## config.mk

```make
export PLATFORM = sky130hd
export DESIGN_NAME = uc_multiciclo
export DESIGN_NICKNAME = d
export VERILOG_FILES = /design/src/rtl/uc_pkg.sv /design/src/rtl/alu_dec.sv /design/src/rtl/uc_multiciclo.sv
export SDC_FILE = /design/constraint.sdc
export NUM_CORES = 1
export LEC_CHECK = 0
export CELL_PAD_IN_SITES_DETAIL_PLACEMENT = 1
export CELL_PAD_IN_SITES_GLOBAL_PLACEMENT = 1
export CORE_AREA = 2 2 68 70
export CTS_BUF_LIST = sky130_fd_sc_hd__clkbuf_4 sky130_fd_sc_hd__clkbuf_8
export DETAILED_ROUTE_END_ITERATION = 7
export DIE_AREA = 0 0 70 72
export GPL_ROUTABILITY_DRIVEN = 0
export PLACE_DENSITY_LB_ADDON = 0.1
export SKIP_LAST_GASP = 1
export SLEW_MARGIN = 25
export SYNTH_ARGS = -nofsm -noshare
export SYNTH_HDL_FRONTEND = slang
export SYNTH_SLANG_ARGS = --single-unit
```

## constraint.sdc

```tcl
create_clock -name clk -period 2.6 [get_ports clk]
set_input_delay 0.52 -clock clk [delete_from_list [all_inputs] [get_ports clk]]
set_output_delay 0.52 -clock clk [all_outputs]
set_load 0.02 [all_outputs]
```

## src/rtl/uc_pkg.sv

```systemverilog
// rtl/uc_pkg.sv - shared encodings for the multicycle control unit
package uc_pkg;

    typedef enum logic [3:0] {
        S_FETCH    = 4'd0,
        S_DECODE   = 4'd1,
        S_MEMADR   = 4'd2,
        S_MEMREAD  = 4'd3,
        S_MEMWB    = 4'd4,
        S_MEMWRITE = 4'd5,
        S_EXECR    = 4'd6,
        S_ALUWB    = 4'd7,
        S_EXECI    = 4'd8,
        S_JAL      = 4'd9,
        S_BEQ      = 4'd10,
        S_ERROR    = 4'd11
    } state_t;

    localparam logic [6:0] OP_LW  = 7'b0000011;
    localparam logic [6:0] OP_SW  = 7'b0100011;
    localparam logic [6:0] OP_R   = 7'b0110011;
    localparam logic [6:0] OP_I   = 7'b0010011;
    localparam logic [6:0] OP_BEQ = 7'b1100011;
    localparam logic [6:0] OP_JAL = 7'b1101111;

    localparam logic [2:0] ALU_ADD = 3'b000;
    localparam logic [2:0] ALU_SUB = 3'b001;
    localparam logic [2:0] ALU_AND = 3'b010;
    localparam logic [2:0] ALU_OR  = 3'b011;
    localparam logic [2:0] ALU_SLT = 3'b101;

    localparam logic [1:0] ALUOP_ADD   = 2'b00;
    localparam logic [1:0] ALUOP_SUB   = 2'b01;
    localparam logic [1:0] ALUOP_FUNCT = 2'b10;

    localparam logic [1:0] RES_ALUOUT    = 2'b00;
    localparam logic [1:0] RES_DATA      = 2'b01;
    localparam logic [1:0] RES_ALURESULT = 2'b10;

    localparam logic [1:0] SRCA_PC    = 2'b00;
    localparam logic [1:0] SRCA_OLDPC = 2'b01;
    localparam logic [1:0] SRCA_RD1   = 2'b10;

    localparam logic [1:0] SRCB_RD2  = 2'b00;
    localparam logic [1:0] SRCB_IMM  = 2'b01;
    localparam logic [1:0] SRCB_FOUR = 2'b10;

    localparam logic [1:0] IMM_I = 2'b00;
    localparam logic [1:0] IMM_S = 2'b01;
    localparam logic [1:0] IMM_B = 2'b10;
    localparam logic [1:0] IMM_J = 2'b11;

    function automatic logic [1:0] imm_src_of(input logic [6:0] op);
        case (op)
            OP_SW:   imm_src_of = IMM_S;
            OP_BEQ:  imm_src_of = IMM_B;
            OP_JAL:  imm_src_of = IMM_J;
            default: imm_src_of = IMM_I;
        endcase
    endfunction

endpackage

```

## src/rtl/alu_dec.sv

```systemverilog
// rtl/alu_dec.sv - ALU control decoder shared with the single-cycle control unit
module alu_dec
    import uc_pkg::*;
(
    input  logic [1:0] alu_op,
    input  logic [2:0] f3,
    input  logic       op5,
    input  logic       f7b5,
    output logic [2:0] alu_control,
    output logic       funct_illegal
);

    always_comb begin
        alu_control   = ALU_ADD;
        funct_illegal = 1'b0;
        case (alu_op)
            ALUOP_SUB:   alu_control = ALU_SUB;
            ALUOP_FUNCT: begin
                case (f3)
                    3'b000:  alu_control = (op5 && f7b5) ? ALU_SUB : ALU_ADD;
                    3'b010:  alu_control = ALU_SLT;
                    3'b110:  alu_control = ALU_OR;
                    3'b111:  alu_control = ALU_AND;
                    default: funct_illegal = 1'b1;
                endcase
            end
            default:     alu_control = ALU_ADD;
        endcase
    end

endmodule

```

## src/rtl/uc_multiciclo.sv

```systemverilog
// rtl/uc_multiciclo.sv - multicycle RISC-V main control FSM
// Optional retired-instruction counter port enabled by UC_MC_INSTRET_EN.
module uc_multiciclo
    import uc_pkg::*;
#(
    parameter int MEM_WAIT_MAX = 15,
    parameter int ERR_STICKY   = 1
) (
    input  logic        clk,
    input  logic        rst,
    input  logic [6:0]  op,
    input  logic [2:0]  f3,
    input  logic [6:0]  f7,
    input  logic        zero,
    input  logic        memReady,
    output logic        pcWrite,
    output logic        adrSrc,
    output logic        memRead,
    output logic        memWrite,
    output logic        irWrite,
    output logic        regWrite,
    output logic [1:0]  resultSrc,
    output logic [1:0]  aluSrcA,
    output logic [1:0]  aluSrcB,
    output logic [1:0]  immSrc,
    output logic [2:0]  aluControl,
    output logic        illegal,
`ifdef UC_MC_INSTRET_EN
    output logic [31:0] instret,
`endif
    output logic [3:0]  stateDbg
);

    localparam int CW = (MEM_WAIT_MAX < 2) ? 1 : $clog2(MEM_WAIT_MAX + 1);

    state_t          state, state_next;
    logic [CW-1:0]   wait_cnt;
    logic [1:0]      alu_op;
    logic            funct_illegal;
    logic            mem_state;
    logic            timeout;
    logic            unused_f7;

    assign unused_f7 = ^{f7[6], f7[4:0]};

    alu_dec u_alu_dec (
        .alu_op        (alu_op),
        .f3            (f3),
        .op5           (op[5]),
        .f7b5          (f7[5]),
        .alu_control   (aluControl),
        .funct_illegal (funct_illegal)
    );

    assign mem_state = (state == S_FETCH) || (state == S_MEMREAD) || (state == S_MEMWRITE);
    // memReady on the limit cycle still completes the access
    assign timeout   = (MEM_WAIT_MAX != 0) && mem_state && !memReady
                       && ((int'(wait_cnt) + 1) >= MEM_WAIT_MAX);
    assign immSrc    = imm_src_of(op);
    assign stateDbg  = state;

    always_comb begin
        state_next = state;
        pcWrite    = 1'b0;
        adrSrc     = 1'b0;
        memRead    = 1'b0;
        memWrite   = 1'b0;
        irWrite    = 1'b0;
        regWrite   = 1'b0;
        illegal    = 1'b0;
        resultSrc  = RES_ALUOUT;
        aluSrcA    = SRCA_PC;
        aluSrcB    = SRCB_RD2;
        alu_op     = ALUOP_ADD;

        case (state)
            S_FETCH: begin
                memRead   = !timeout;
                aluSrcB   = SRCB_FOUR;
                resultSrc = RES_ALURESULT;
                if (timeout) begin
                    state_next = S_ERROR;
                end else if (memReady) begin
                    irWrite    = 1'b1;
                    pcWrite    = 1'b1;
                    state_next = S_DECODE;
                end
            end
            S_DECODE: begin
                aluSrcA = SRCA_OLDPC;
                aluSrcB = SRCB_IMM;
                case (op)
                    OP_LW, OP_SW: state_next = S_MEMADR;
                    OP_R:         state_next = S_EXECR;
                    OP_I:         state_next = S_EXECI;
                    OP_JAL:       state_next = S_JAL;
                    OP_BEQ:       state_next = S_BEQ;
                    default:      state_next = S_ERROR;
                endcase
            end
            S_MEMADR: begin
                aluSrcA    = SRCA_RD1;
                aluSrcB    = SRCB_IMM;
                state_next = op[5] ? S_MEMWRITE : S_MEMREAD;
            end
            S_MEMREAD: begin
                adrSrc  = 1'b1;
                memRead = !timeout;
                if (timeout)       state_next = S_ERROR;
                else if (memReady) state_next = S_MEMWB;
            end
            S_MEMWB: begin
                resultSrc  = RES_DATA;
                regWrite   = 1'b1;
                state_next = S_FETCH;
            end
            S_MEMWRITE: begin
                adrSrc   = 1'b1;
                memWrite = !timeout;
                if (timeout)       state_next = S_ERROR;
                else if (memReady) state_next = S_FETCH;
            end
            S_EXECR, S_EXECI: begin
                aluSrcA    = SRCA_RD1;
                aluSrcB    = (state == S_EXECI) ? SRCB_IMM : SRCB_RD2;
                alu_op     = ALUOP_FUNCT;
                state_next = funct_illegal ? S_ERROR : S_ALUWB;
            end
            S_ALUWB: begin
                regWrite   = 1'b1;
                state_next = S_FETCH;
            end
            S_JAL: begin
                aluSrcA    = SRCA_OLDPC;
                aluSrcB    = SRCB_FOUR;
                pcWrite    = 1'b1;
                state_next = S_ALUWB;
            end
            S_BEQ: begin
                aluSrcA    = SRCA_RD1;
                aluSrcB    = SRCB_RD2;
                alu_op     = ALUOP_SUB;
                pcWrite    = zero;
                state_next = S_FETCH;
            end
            S_ERROR: begin
                illegal    = 1'b1;
                state_next = (ERR_STICKY != 0) ? S_ERROR : S_FETCH;
            end
            default: state_next = S_FETCH;
        endcase

        // Reset abandons the instruction: no writes, FETCH-style selects
        if (rst) begin
            state_next = S_FETCH;
            pcWrite    = 1'b0;
            adrSrc     = 1'b0;
            memRead    = 1'b0;
            memWrite   = 1'b0;
            irWrite    = 1'b0;
            regWrite   = 1'b0;
            illegal    = 1'b0;
            resultSrc  = RES_ALURESULT;
            aluSrcA    = SRCA_PC;
            aluSrcB    = SRCB_FOUR;
            alu_op     = ALUOP_ADD;
        end
    end

    always_ff @(posedge clk) begin
        if (rst) begin
            state    <= S_FETCH;
            wait_cnt <= '0;
        end else begin
            state <= state_next;
            if (state_next != state)
                wait_cnt <= '0;
            else if (mem_state && !memReady && (MEM_WAIT_MAX != 0))
                wait_cnt <= wait_cnt + CW'(1);
        end
    end

`ifdef UC_MC_INSTRET_EN
    always_ff @(posedge clk) begin
        if (rst)
            instret <= '0;
        else if ((state == S_MEMWB) || (state == S_ALUWB) || (state == S_BEQ)
                 || ((state == S_MEMWRITE) && memReady))
            instret <= instret + 32'd1;
    end
`endif

endmodule
```

== After elaboration in Yosys (flattened, before gate mapping) ==
Index checks and enable logic that the tools add are counted.
Word-level totals
  flip-flop bits (word level): 8
  latch bits: 0
  RAM bits: 0
  memory bits (read-only): 0
  input port bits: 21
  output and inout port bits: 22
  memories: 0
Operators by class
  add/sub/neg operators: 2
  multiply operators: 0
  divide/modulo/power cells: 0
  order comparisons: 1
  equality and inequality tests: 23
  shifts and indexed selects: 0
  mux-type cells: 42
  bitwise logic cells: 0
  reductions and logical operators: 20
Operators with widths (number)
  two-way mux 4 bit: 8
  case mux 4 bit (8 select lines): 1
  case mux 4 bit (5 select lines): 1
  two-way mux 1 bit: 19
  OR reduction 2 bit: 9
  == test 4 x 3 -> 1 bit (second input constant): 4
  == test 4 bit (second input constant): 4
  == test 7 x 6 -> 1 bit (second input constant): 2
  == test 7 bit (second input constant): 2
  case mux 2 bit (2 select lines): 3
  case mux 2 bit (3 select lines): 2
  case mux 3 bit (4 select lines): 1
  == test 4 x 2 -> 1 bit (second input constant): 2
  two-way mux 2 bit: 4
  OR reduction 4 bit: 2
  == test 7 x 2 -> 1 bit (second input constant): 1
  == test 7 x 5 -> 1 bit (second input constant): 1
  == test 3 bit (second input constant): 2
  case mux 3 bit (2 select lines): 1
  adder 4 x 1 -> 5 bit (second input constant): 1
  >= comparator 5 x 4 -> 1 bit (second input constant): 1
  adder 4 x 1 -> 4 bit (second input constant): 1
  == test 4 x 1 -> 1 bit (second input constant): 1
  zero test 4 bit: 1
  10 further kinds: 14

== Longest topological paths before layout ==
  depth after elaboration: 11
  gate-level depth with buffers: 15

== Hierarchy ==
Synthesis repeated with hierarchy kept, for this count alone.
Unflattened totals
  cell total of the unflattened synthesis: 177
  area, all modules: 1212.4 µm²
Modules (own cells, without submodules)
  uc_multiciclo: instances 1, cells an instance 162, area an instance 1099.8 µm²
  alu_dec: instances 1, cells an instance 15, area an instance 112.6 µm²

== Least setup slack after synthesis ==
OpenSTA, ideal clock, no wires.
  path kind: register to register
  from: reg state[1] (netlist: stateDbg[1])
  to: reg wait_cnt[0]
  data arrival time: 2.653 ns
  slack: -0.145 ns
  stages on the path, launching flop included: 13
  path buffers: 2
  clock period less this slack: 2.745 ns
  path through: dfxtp_1 buf_6 clkbuf_8 a22oi_1 or3_1 inv_1 ha_1 o21ai_0 a211o_2 o311ai_0 o2111a_1 o21ai_2 nor4_1
Between the ends
  word-level cells in the longest chain between the ends: 11
  elaborated cells on any way between the ends: 30
Ends and longest elaborated chain
  start, declared: RTL line uc_multiciclo.sv:36  | state_t state, state_next;
  start signal, assigned: RTL line uc_multiciclo.sv:175  | state <= state_next;
  == test 4 bit / == test 4 x 3 -> 1 bit (equally long branches): RTL line uc_multiciclo.sv:76  | case (state)
  OR reduction 2 bit: RTL line uc_multiciclo.sv:76
  case mux 2 bit (2 select lines): RTL line uc_multiciclo.sv:76
  two-way mux 2 bit: RTL line uc_multiciclo.sv:154  | if (rst) begin
  == test 2 bit: RTL line alu_dec.sv:16  | case (alu_op)
  two-way mux 1 bit: RTL line alu_dec.sv:16
  two-way mux 4 bit: RTL line uc_multiciclo.sv:127  | state_next = funct_illegal ? S_ERROR : S_ALUWB;
  case mux 4 bit (8 select lines): RTL line uc_multiciclo.sv:76
  two-way mux 4 bit: RTL line uc_multiciclo.sv:154
  inequality test 4 bit: RTL line uc_multiciclo.sv:176  | if (state_next != state)
  OR reduction 2 bit (no source line)
  end signal, assigned: RTL line uc_multiciclo.sv:179  | wait_cnt <= wait_cnt + CW'(1);
  end, declared: RTL line uc_multiciclo.sv:37  | logic [CW-1:0] wait_cnt;
Several ways; a longest one is shown, not always the timed one.
A chain may end at the register's enable or synchronous reset.

== Worst setup path in the final report ==
  from: reg state[2] (netlist: stateDbg[2])
  to: reg wait_cnt[0]
The elaborated chain is that of the path after synthesis.

==> out/qor.csv <==
metric,value,unit
status,finished clean,
cap_violations,0,
synth_top_cell_by_area,dfxtp_1,
syn_to_final_growth,71.6,%
routed-wl-met2,2440,um
dr.pass1.iters,4,
crit_path_top_delay_cell,dfxtp_4,
synth_ff_type,dfxtp_1,
cp-start-kind,register,
cts_tree,done,
drv_slew,0,
core,0.00426,mm^2
die_w,70,um
drive_gt1_share,41.6,%
ys_seq_area_share,13.3,%
antennaDiodeCount,0,
path_delay_family,simple AND/OR/NAND/NOR gates,
period_share,98.1,%
drt-total-wl,4840,um
fill_cells,527,
required,2.73,ns
die_h,72,um
synth_cell_type_count,61,
path_buf_inv,1,
antenna_found_initial,0,
dp_hpwl,3770,um
place_inst,279,
start_util,28.2,%
synth_cells,160,
hold_class,reg2reg,
fmax,392,MHz
ant_nets,0,
grt_max_degree,16,
worst_slew_pin_slew,0.557,ns
setup_viol,0,
grt_pass1_vias,1676,
synth_fp_nets,185,
final_cells,290,
cp-end-kind,register,
ys.warnings.count,0,
highest_layer,met4,
dpl_cell_area,0.00184,mm^2
via_per_inst,5.35,
fin_tns_setup,0,ns
cp_max_fo,4,
place.port_buffers,36,
finalHoldViolCount,0,
syn_avg_cell_area,7.52,um^2
cts_buffer_depth,2,
track_usage,19.9,%
peakVddDrop,579,uV
slowest_delay,0.35,ns
yosysTopAreaCellShare,13.3,%
dieArea,0.00504,mm^2
async_flop_share,0,%
grt_first_pass_wirelength,8140,um
slew_headroom,61.9,%
totalPowerFinal,0.00193,W
crit_chain,nor2_4 > a22oi_2 > or3_4 > inv_4 > ha_4 > o21ai_2 > a211o_2 > nand3_2 > nand3_2 > a32o_2 > mux2i_4 > nor4_2,
dr_wl_met3,149,um
clock_skew,0.00194,ns
synth_area,0.00120,mm^2
fin_crit,2.55,ns
cts-buffers-inserted,3,
path_common_cell,nand3_2,
drt_iter0_markers,52,
drcViolationCount,0,
cts_max_level,1,
synth_edf_count,0,
crit_arrival,2.68,ns
overflow,0,
r2r_slack,0.05,ns
post_drt_wl_per_cell,16.7,um
cts_sinks,8,
p_per_area,936,mW/mm^2
clk_pin_slew,0.04,ns
yosys-top-cells-area,"dfxtp_1 13%, nor2_1 4.4%, ha_1 4.2%",
leakagePower,0.863,nW
rows,24,
pin_count,43,
synth-seq-cells,8,
crit_type,reg2reg,
clkLatencyLatePin,0.23,ns
nets,265,
root_buffer,clkbuf_8,
final_area,0.00206,mm^2
vias,1551,
met1_length,2150,um
rsz0062_at_grt,yes,
per-layer routing:
metal  vias up  GRT usage [%]
li1        757              -
met4         0           6.84
met3        12           2.22
met5         -              0
met1       738           25.1
met2        44           35.2
metrics by stage:
step	util, %	hold slack (ns)	setup slack (ns)
final	48.4	0.652	0.0482
after global routing	48.4	0.670	-0.0561
after CTS	46.2	0.643	-0.0399
after detailed placement	43.1	0.610	-0.537
after global placement	43.1	0.589	-0.496
after floorplan	-	0.537	0.00177
synth_stat cells (3+ instances only):
cell and instances:
nand2_1 10, ha_1 4, nor2_1 14, clkbuf_8 3, inv_1 10, o21ai_0 7, xnor2_1 5, buf_6 4
a21oi_1 7, dfxtp_1 8, nand3_1 6, nor2b_1 6, nor4_1 7, nor3_1 10
cell families after synthesis:
kind of cell / Yosys count / share of synthesized area [%]
and+or+nand+nor: 75 / 34.8
AOI/OAI and AO/OA: 44 / 29.4
buffers and inverters: 20 / 11.2
DFF: 8 / 13.3
xor gates and xnor gates: 7 / 5.10
adders and majority gates: 4 / 4.16
muxes: 2 / 1.98
repair_timing:
item	CTS	global route
buffers inserted	6	2
pin swaps	11	13
hold buffers	0	0
setup endpoints to repair	18	13
resized for setup	37	26
final cells by class:
| class | instances | area [um^2] | share of cell area, % |
|---|---|---|---|
| flip-flops and latches | 8 | 171 | 8.31 |
| clock buffers | 3 | 41.3 | 2.00 |
| well taps | 52 | 65.1 | 3.15 |
| repair buffers | 84 | 707 | 34.3 |
| inverters | 11 | 43.8 | 2.12 |
| multi-input cells | 132 | 1030 | 50.2 |
sequential cells by signal, summed over array words and instances (netlist names):
name      cells
stateDbg      4
wait_cnt      4
layout by cell type, fill, tap and decap left out, types with 3 or more instances in the layout:
cell type | Yosys | layout
nor3_1 | 10 | 9
clkdlybuf4s50_1 | 0 | 24
dfxtp_1 | 8 | 3
a21oi_1 | 7 | 7
inv_2 | 1 | 3
clkbuf_8 | 3 | 3
nand3_2 | 1 | 3
nor4_2 | 0 | 6
o21ai_0 | 7 | 6
inv_1 | 10 | 7
dlygate4sd2_1 | 0 | 4
nor2_1 | 14 | 13
nor2b_1 | 6 | 6
nand3_1 | 6 | 4
dfxtp_2 | 0 | 3
buf_4 | 0 | 50
nand2_1 | 10 | 9
xnor2_1 | 5 | 5
worst paths after layout:
check	start	end	cells past startpoint
max	stateDbg[2]$_SDFF_PP0_	wait_cnt[0]$_SDFFE_PP0P_	12
min	wait_cnt[3]$_SDFFE_PP0P_	wait_cnt[3]$_SDFFE_PP0P_	2
max reg2reg	stateDbg[2]$_SDFF_PP0_	wait_cnt[0]$_SDFFE_PP0P_	12
min reg2reg	wait_cnt[3]$_SDFFE_PP0P_	wait_cnt[3]$_SDFFE_PP0P_	2
worst register-to-register path: cells and delay by family, from the launching register on:
| kind | cells | cell delay, ns |
|---|---|---|
| DFF | 1 | 0.35 |
| AOI/OAI and AO/OA | 4 | 0.75 |
| muxes | 1 | 0.22 |
| buffers and inverters | 1 | 0.07 |
| and+or+nand+nor | 5 | 0.93 |
| adders and majority gates | 1 | 0.13 |
power by group:
part           switching [W]  internal [W]  leakage (nW)
registers          0.0000485      0.000166        0.0677
logic               0.000854      0.000712         0.773
clock network      0.0000507      0.000100        0.0216
total               0.000953      0.000978         0.863
(Power assumes the default switching activity.)
